--- config.mk ---
export PLATFORM = sky130hd
export DESIGN_NAME = sha256_compress_pipe
export DESIGN_NICKNAME = d
export VERILOG_FILES = /design/src/rtl/sha256_compress_pipe.sv
export SDC_FILE = /design/constraint.sdc
export NUM_CORES = 2
export LEC_CHECK = 0
export BUFFER_PORTS_ARGS = -buffer_cell sky130_fd_sc_hd__buf_2
export CAP_MARGIN = 20
export CELL_PAD_IN_SITES_DETAIL_PLACEMENT = 0
export CELL_PAD_IN_SITES_GLOBAL_PLACEMENT = 1
export CORE_UTILIZATION = 49
export CTS_CLUSTER_SIZE = 20
export DETAILED_ROUTE_END_ITERATION = 16
export PLACE_DENSITY_LB_ADDON = 0.1
export SLEW_MARGIN = 20
export SYNTH_ARGS = -nofsm -noshare
export SYNTH_HDL_FRONTEND = slang
export SYNTH_SLANG_ARGS = --single-unit
--- constraint.sdc ---
create_clock -name clk -period 58.4 [get_ports clk]
set_clock_uncertainty 0.15 [all_clocks]
set_input_delay 2.92 -clock clk [delete_from_list [all_inputs] [get_ports clk]]
set_output_delay 2.92 -clock clk [all_outputs]
set_load 0.02 [all_outputs]
--- src/rtl/sha256_compress_pipe.sv ---
// SHA-256 compression engine: one 512-bit block per transaction, UNROLL rounds per clock,
// with on-chip message schedule (16-word sliding window) and final chaining add.
module sha256_compress_pipe #(
    parameter int UNROLL = 1
) (
    input  logic         clk,
    input  logic         reset,
    input  logic         in_valid,
    output logic         in_ready,
    input  logic         use_iv,
    input  logic [255:0] hash_in,
    input  logic [511:0] block_in,
    output logic         out_valid,
    input  logic         out_ready,
    output logic [255:0] digest_out,
    output logic         busy
);

    if (UNROLL != 1 && UNROLL != 2 && UNROLL != 4 && UNROLL != 8) begin : g_bad_unroll
        $error("sha256_compress_pipe: UNROLL must be 1, 2, 4 or 8");
    end

    localparam logic [255:0] IV = {
        32'h6a09e667, 32'hbb67ae85, 32'h3c6ef372, 32'ha54ff53a,
        32'h510e527f, 32'h9b05688c, 32'h1f83d9ab, 32'h5be0cd19};

    localparam logic [31:0] K [64] = '{
        32'h428a2f98, 32'h71374491, 32'hb5c0fbcf, 32'he9b5dba5, 32'h3956c25b, 32'h59f111f1, 32'h923f82a4, 32'hab1c5ed5,
        32'hd807aa98, 32'h12835b01, 32'h243185be, 32'h550c7dc3, 32'h72be5d74, 32'h80deb1fe, 32'h9bdc06a7, 32'hc19bf174,
        32'he49b69c1, 32'hefbe4786, 32'h0fc19dc6, 32'h240ca1cc, 32'h2de92c6f, 32'h4a7484aa, 32'h5cb0a9dc, 32'h76f988da,
        32'h983e5152, 32'ha831c66d, 32'hb00327c8, 32'hbf597fc7, 32'hc6e00bf3, 32'hd5a79147, 32'h06ca6351, 32'h14292967,
        32'h27b70a85, 32'h2e1b2138, 32'h4d2c6dfc, 32'h53380d13, 32'h650a7354, 32'h766a0abb, 32'h81c2c92e, 32'h92722c85,
        32'ha2bfe8a1, 32'ha81a664b, 32'hc24b8b70, 32'hc76c51a3, 32'hd192e819, 32'hd6990624, 32'hf40e3585, 32'h106aa070,
        32'h19a4c116, 32'h1e376c08, 32'h2748774c, 32'h34b0bcb5, 32'h391c0cb3, 32'h4ed8aa4a, 32'h5b9cca4f, 32'h682e6ff3,
        32'h748f82ee, 32'h78a5636f, 32'h84c87814, 32'h8cc70208, 32'h90befffa, 32'ha4506ceb, 32'hbef9a3f7, 32'hc67178f2};

    typedef enum logic [1:0] {IDLE, ROUND, FINAL, OUT} state_t;

    function automatic logic [31:0] rotr(input logic [31:0] x, input int n);
        return (x >> n) | (x << (32 - n));
    endfunction

    function automatic logic [31:0] ssig0(input logic [31:0] x);
        return rotr(x, 7) ^ rotr(x, 18) ^ (x >> 3);
    endfunction

    function automatic logic [31:0] ssig1(input logic [31:0] x);
        return rotr(x, 17) ^ rotr(x, 19) ^ (x >> 10);
    endfunction

    // One SHA-256 round on a packed {a,b,c,d,e,f,g,h} state.
    function automatic logic [255:0] sha_round(input logic [255:0] st, input logic [31:0] k,
                                               input logic [31:0] w);
        logic [31:0] a, b, c, d, e, f, g, h, t1, t2;
        {a, b, c, d, e, f, g, h} = st;
        t1 = h + (rotr(e, 6) ^ rotr(e, 11) ^ rotr(e, 25)) + ((e & f) ^ (~e & g)) + k + w;
        t2 = (rotr(a, 2) ^ rotr(a, 13) ^ rotr(a, 22)) + ((a & b) ^ (a & c) ^ (b & c));
        return {t1 + t2, a, b, c, d + t1, e, f, g};
    endfunction

    state_t              state, state_nxt;
    logic [5:0]          rnd_ctr;
    logic [255:0]        work, chain;
    logic [15:0][31:0]   w_win;
    logic [15:0][31:0]   w_load, w_shift;
    logic [31:0]         w_ext [16+UNROLL];
    logic [255:0]        round_out, init_val, final_sum;
    logic                last_round;

    assign in_ready   = (state == IDLE);
    assign out_valid  = (state == OUT);
    assign busy       = (state != IDLE);
    assign init_val   = use_iv ? IV : hash_in;
    assign last_round = (rnd_ctr == 6'(64 - UNROLL));

    // Schedule extension feeds the round cascade; words generated here are chained so
    // later ones may depend on earlier ones within the same cycle.
    always_comb begin
        logic [255:0] st;
        for (int i = 0; i < 16; i++) begin
            w_ext[i]  = w_win[i];
            w_load[i] = block_in[511 - 32*i -: 32];
        end
        for (int j = 0; j < UNROLL; j++)
            w_ext[16+j] = ssig1(w_ext[14+j]) + w_ext[9+j] + ssig0(w_ext[1+j]) + w_ext[j];
        for (int i = 0; i < 16; i++)
            w_shift[i] = w_ext[i+UNROLL];
        st = work;
        for (int j = 0; j < UNROLL; j++)
            st = sha_round(st, K[rnd_ctr + 6'(j)], w_ext[j]);
        round_out = st;
        for (int i = 0; i < 8; i++)
            final_sum[32*i +: 32] = chain[32*i +: 32] + work[32*i +: 32];
    end

    always_comb begin
        state_nxt = state;
        case (state)
            IDLE:    if (in_valid) state_nxt = ROUND;
            ROUND:   if (last_round) state_nxt = FINAL;
            FINAL:   state_nxt = OUT;
            OUT:     if (out_ready) state_nxt = IDLE;
            default: state_nxt = IDLE;
        endcase
    end

    always_ff @(posedge clk or posedge reset) begin
        if (reset) begin
            state      <= IDLE;
            rnd_ctr    <= '0;
            work       <= '0;
            chain      <= '0;
            w_win      <= '0;
            digest_out <= '0;
        end else begin
            state <= state_nxt;
            case (state)
                IDLE: if (in_valid) begin
                    work    <= init_val;
                    chain   <= init_val;
                    w_win   <= w_load;
                    rnd_ctr <= '0;
                end
                ROUND: begin
                    work  <= round_out;
                    w_win <= w_shift;
                    // the last step lands exactly on 64, so the 6-bit counter returns to 0
                    rnd_ctr <= rnd_ctr + 6'(UNROLL);
                end
                FINAL:   digest_out <= final_sum;
                default: ;
            endcase
        end
    end

endmodule

==> impl_results.md <==
- Run status: finished, final reports clean
- Wire length of the first global-routing pass: 474000 µm
- Root Driver: sky130_fd_sc_hd__clkbuf_16
- Post-layout min period: 10390 ps
- Number of antenna violations at the first check in global routing: between 100 and 150
- Initial Utilization: 49.4%
- Endpoint class of the critical path: flip-flop
- Post-CTS Setup Bufs: 0
- Number of flops mapped to enable cells by yosys: 0
- Remaining antenna violation count after routing: 0
- Average instance area after synthesis: 9.17 µm²
- CP max stage cell: sky130_fd_sc_hd__ha_1
- Sum of negative setup slack: 0 ps
- Pins over their slew limit: 0
- Synth Warn #: 0
- Count of clock tree sinks: 1288
- Worst endpoint data arrival time: roughly 11000 ps
- Area growth from synthesis to layout: 14.5%
- Req. time, crit path: ~60000 ps
- Maximum count of clock buffers along a single path: 3
- Vias/cell: slightly below 6
- First-iteration detailed-routing DRC count: about 6700
- Number of buffers inserted by hold repair at cts: 0
- Instance count of the mapped netlist: ~9000
- Remaining routing DRC violations: 0
- Total global routing overflow: 0
- Timing-limited maximum frequency: 96.2 MHz
- Setup repair after global routing missed its margin: no
- Site row count: 150
- Share of the cycle needed by the critical path after routing: between 10% and 20%
- Synth top area cells: sky130_fd_sc_hd__dfrtp_1 39%, sky130_fd_sc_hd__o21ai_0 7.3%, sky130_fd_sc_hd__mux2i_1 6.3%, sky130_fd_sc_hd__nand2_1 6.2%, sky130_fd_sc_hd__ha_1 6.0%
- Critical path start-end classification: flip-flop to flip-flop
- Clock transition at the register clock pins on the worst setup and hold paths after CTS: 60 ps
- Level count of the clock H-tree: 4
- Number of buffers created by CTS: approximately 150
- Height of the die: 413 µm
- Horizontal die dimension: slightly above 400 µm
- Most frequently used flop master after synthesis: sky130_fd_sc_hd__dfrtp_1
- Library cell with the largest summed area after synthesis: sky130_fd_sc_hd__dfrtp_1
- Pre-CTS worst setup slack: 48210 ps
- Routability Congestion: about 1
- Clock insertion delay at the later pin of the skew report: roughly 860 ps
- Maximum number of pins on one net before global-route repair: approximately 280
- Number of cells after detailed placement: roughly 12000
- Maximum fanout count along the critical path: 28
- Number of distinct library cell variants in the gate-level netlist after synthesis: between 80 and 90
- Rel. slew slack: 21.6%
- Total Routed Length: about 330000 µm
- Number of failing hold endpoints at the final stage: 0
- Total track usage: a little under two fifths
- Maxcap violations: 0
- Area of the placeable core: around 170000 µm²
- Detail Placement HPWL: 259000 µm
- Post-synth ARST share: 100%
- Total via count after detailed routing: about 70000
- Via count of the first global-routing pass: 68500
- Cts repair resizes: 0
- Layout cells sized above 1: between 10% and 20%
- Proportion of synthesized chip area in sequential cells: between 30% and 40%
- Final #Nets: ~11000
- Yosys top cell area share: about two fifths
- Worst min-delay path class: flip-flop to flip-flop
- Fill cells: approximately 15000
- Flop and latch count out of synthesis: 1288
- Number of top-level design ports: ~1000
- Count of placed standard cells in the final layout, fillers left out: 12100
- Delay of the slowest cell on the worst path: 1000 ps
- Number of I/O port buffers: between 1000 and 1500
- CTS tree: done
- Cell area after synthesis: a little over 80000 µm²
- Die outline area: 170000 µm²
- Finish-stage setup viols: 0
- Final setup slack of the worst path: around 48000 ps
- Detailed Routing Iterations Pass 1: 6
- DR WL/cell: about 27 µm
- Startpoint kind of the worst setup timing path: flip-flop
- Worst-Margin Slew: ~1200 ps
- Nets in the synthesized netlist: a little over 10000
## cells in the final DEF, fill, tap and decap left out, types with 201 or more instances in the layout
master,instances
sky130_fd_sc_hd__o21ai_0,1212
sky130_fd_sc_hd__a21oi_1,450
sky130_fd_sc_hd__nor2_1,488
sky130_fd_sc_hd__inv_1,424
sky130_fd_sc_hd__mux2_2,265
sky130_fd_sc_hd__xnor2_1,360
sky130_fd_sc_hd__mux2i_1,524
sky130_fd_sc_hd__a21o_1,201
sky130_fd_sc_hd__ha_1,392
sky130_fd_sc_hd__nand2_1,1373
sky130_fd_sc_hd__dfrtp_1,1284
sky130_fd_sc_hd__buf_2,1030
## path summary, 6_finish.rpt
check	startpoint	endpoint	slack, ps	cells after the start
min reg2reg	w_ext[440]$_DFFE_PP0P_	w_ext[440]$_DFFE_PP0P_	330	2
min	w_ext[440]$_DFFE_PP0P_	w_ext[440]$_DFFE_PP0P_	330	2
max	rnd_ctr[0]$_DFFE_PP0P_	work[252]$_DFFE_PP0P_	48010	38
max in group asynchronous	reset	rnd_ctr[5]$_DFFE_PP0P_	52060	6
max reg2reg	rnd_ctr[0]$_DFFE_PP0P_	work[252]$_DFFE_PP0P_	48010	38
min in group asynchronous	reset	digest_out[212]$_DFFE_PP0P_	2100	2
## critical path, delay by kind of cell, from the launching register on
| kind | cells | cell delay (ps) |
|---|---|---|
| adders and majority gates | 8 | 3500 |
| and+or+nand+nor | 5 | 1400 |
| DFF | 1 | 320 |
| buffers and inverters | 7 | 980 |
| AOI/OAI and AO/OA | 17 | 3650 |
| xor gates and xnor gates | 1 | 190 |
## per-layer routing
layer	vias up	part of all wire (%)	GRT usage, %	wire length, µm
met5	-	0.16	0	528
met4	88	6.2	21.7	20500
met3	740	7.2	7.39	23900
met2	2887	46	60.6	152000
met1	34800	41	49.4	135000
li1	32600	-	-	-
## cell families (layout without fill, tap and decap cells)
logic type               after synthesis  after routing  share of synthesized area [%]
AO/OA/AOI/OAI                       2438           2438                           17.7
XOR/XNOR                             560            560                           5.94
adder cells (fa/ha/maj)              592            592                           10.7
buffers and inverters               1005           1831                           4.57
flip-flops                          1288           1288                           39.0
multiplexers                         791            791                           10.0
other                                  0             52                              0
AND/OR/NAND/NOR                     2339           2339                           12.0
## synth_stat cells, drive strengths merged, types with 44 or more instances
cell type / instances
nand2: 1375
dfrtp: 1288
o21ai: 1240
clkbuf: 532
mux2i: 524
nor2: 490
a21oi: 467
inv: 429
ha: 394
xnor2: 360
mux2: 265
a21o: 206
xor2: 200
fa: 195
nand2b: 81
nand3: 77
nor3: 72
nor2b: 55
and3: 52
o21a: 52
o221ai: 51
a211oi: 44
## flip-flops by register name, summed over array words and instances (netlist names)
name / flops
rnd_ctr: 6
state: 2
work: 256
digest_out: 256
w_ext: 512
chain: 256
## per-stage QoR
step	area [µm²]	utilization, %	hold WS (ps)
after global placement	89300	53.4	310
after floorplan	82600	-	300
after detailed placement	89300	53.4	319
after CTS	94500	56.5	333
final	94600	56.6	328
after global routing	94500	56.5	341
## final cells by class
cell class	count	area, µm²	area share [%]
clock buffer	212	4350	4.59
timing repair buffer	1131	5990	6.33
antenna	52	130	0.138
multi-input combinational	6720	46700	49.3
tap	2204	2760	2.91
sequential	1288	32200	34.1
inverter	431	1640	1.73
clock inverter	57	836	0.883
Power is left out: the tool's default activity adds up to more than one toggle a clock period on the data nets, which glitch-free logic cannot reach.
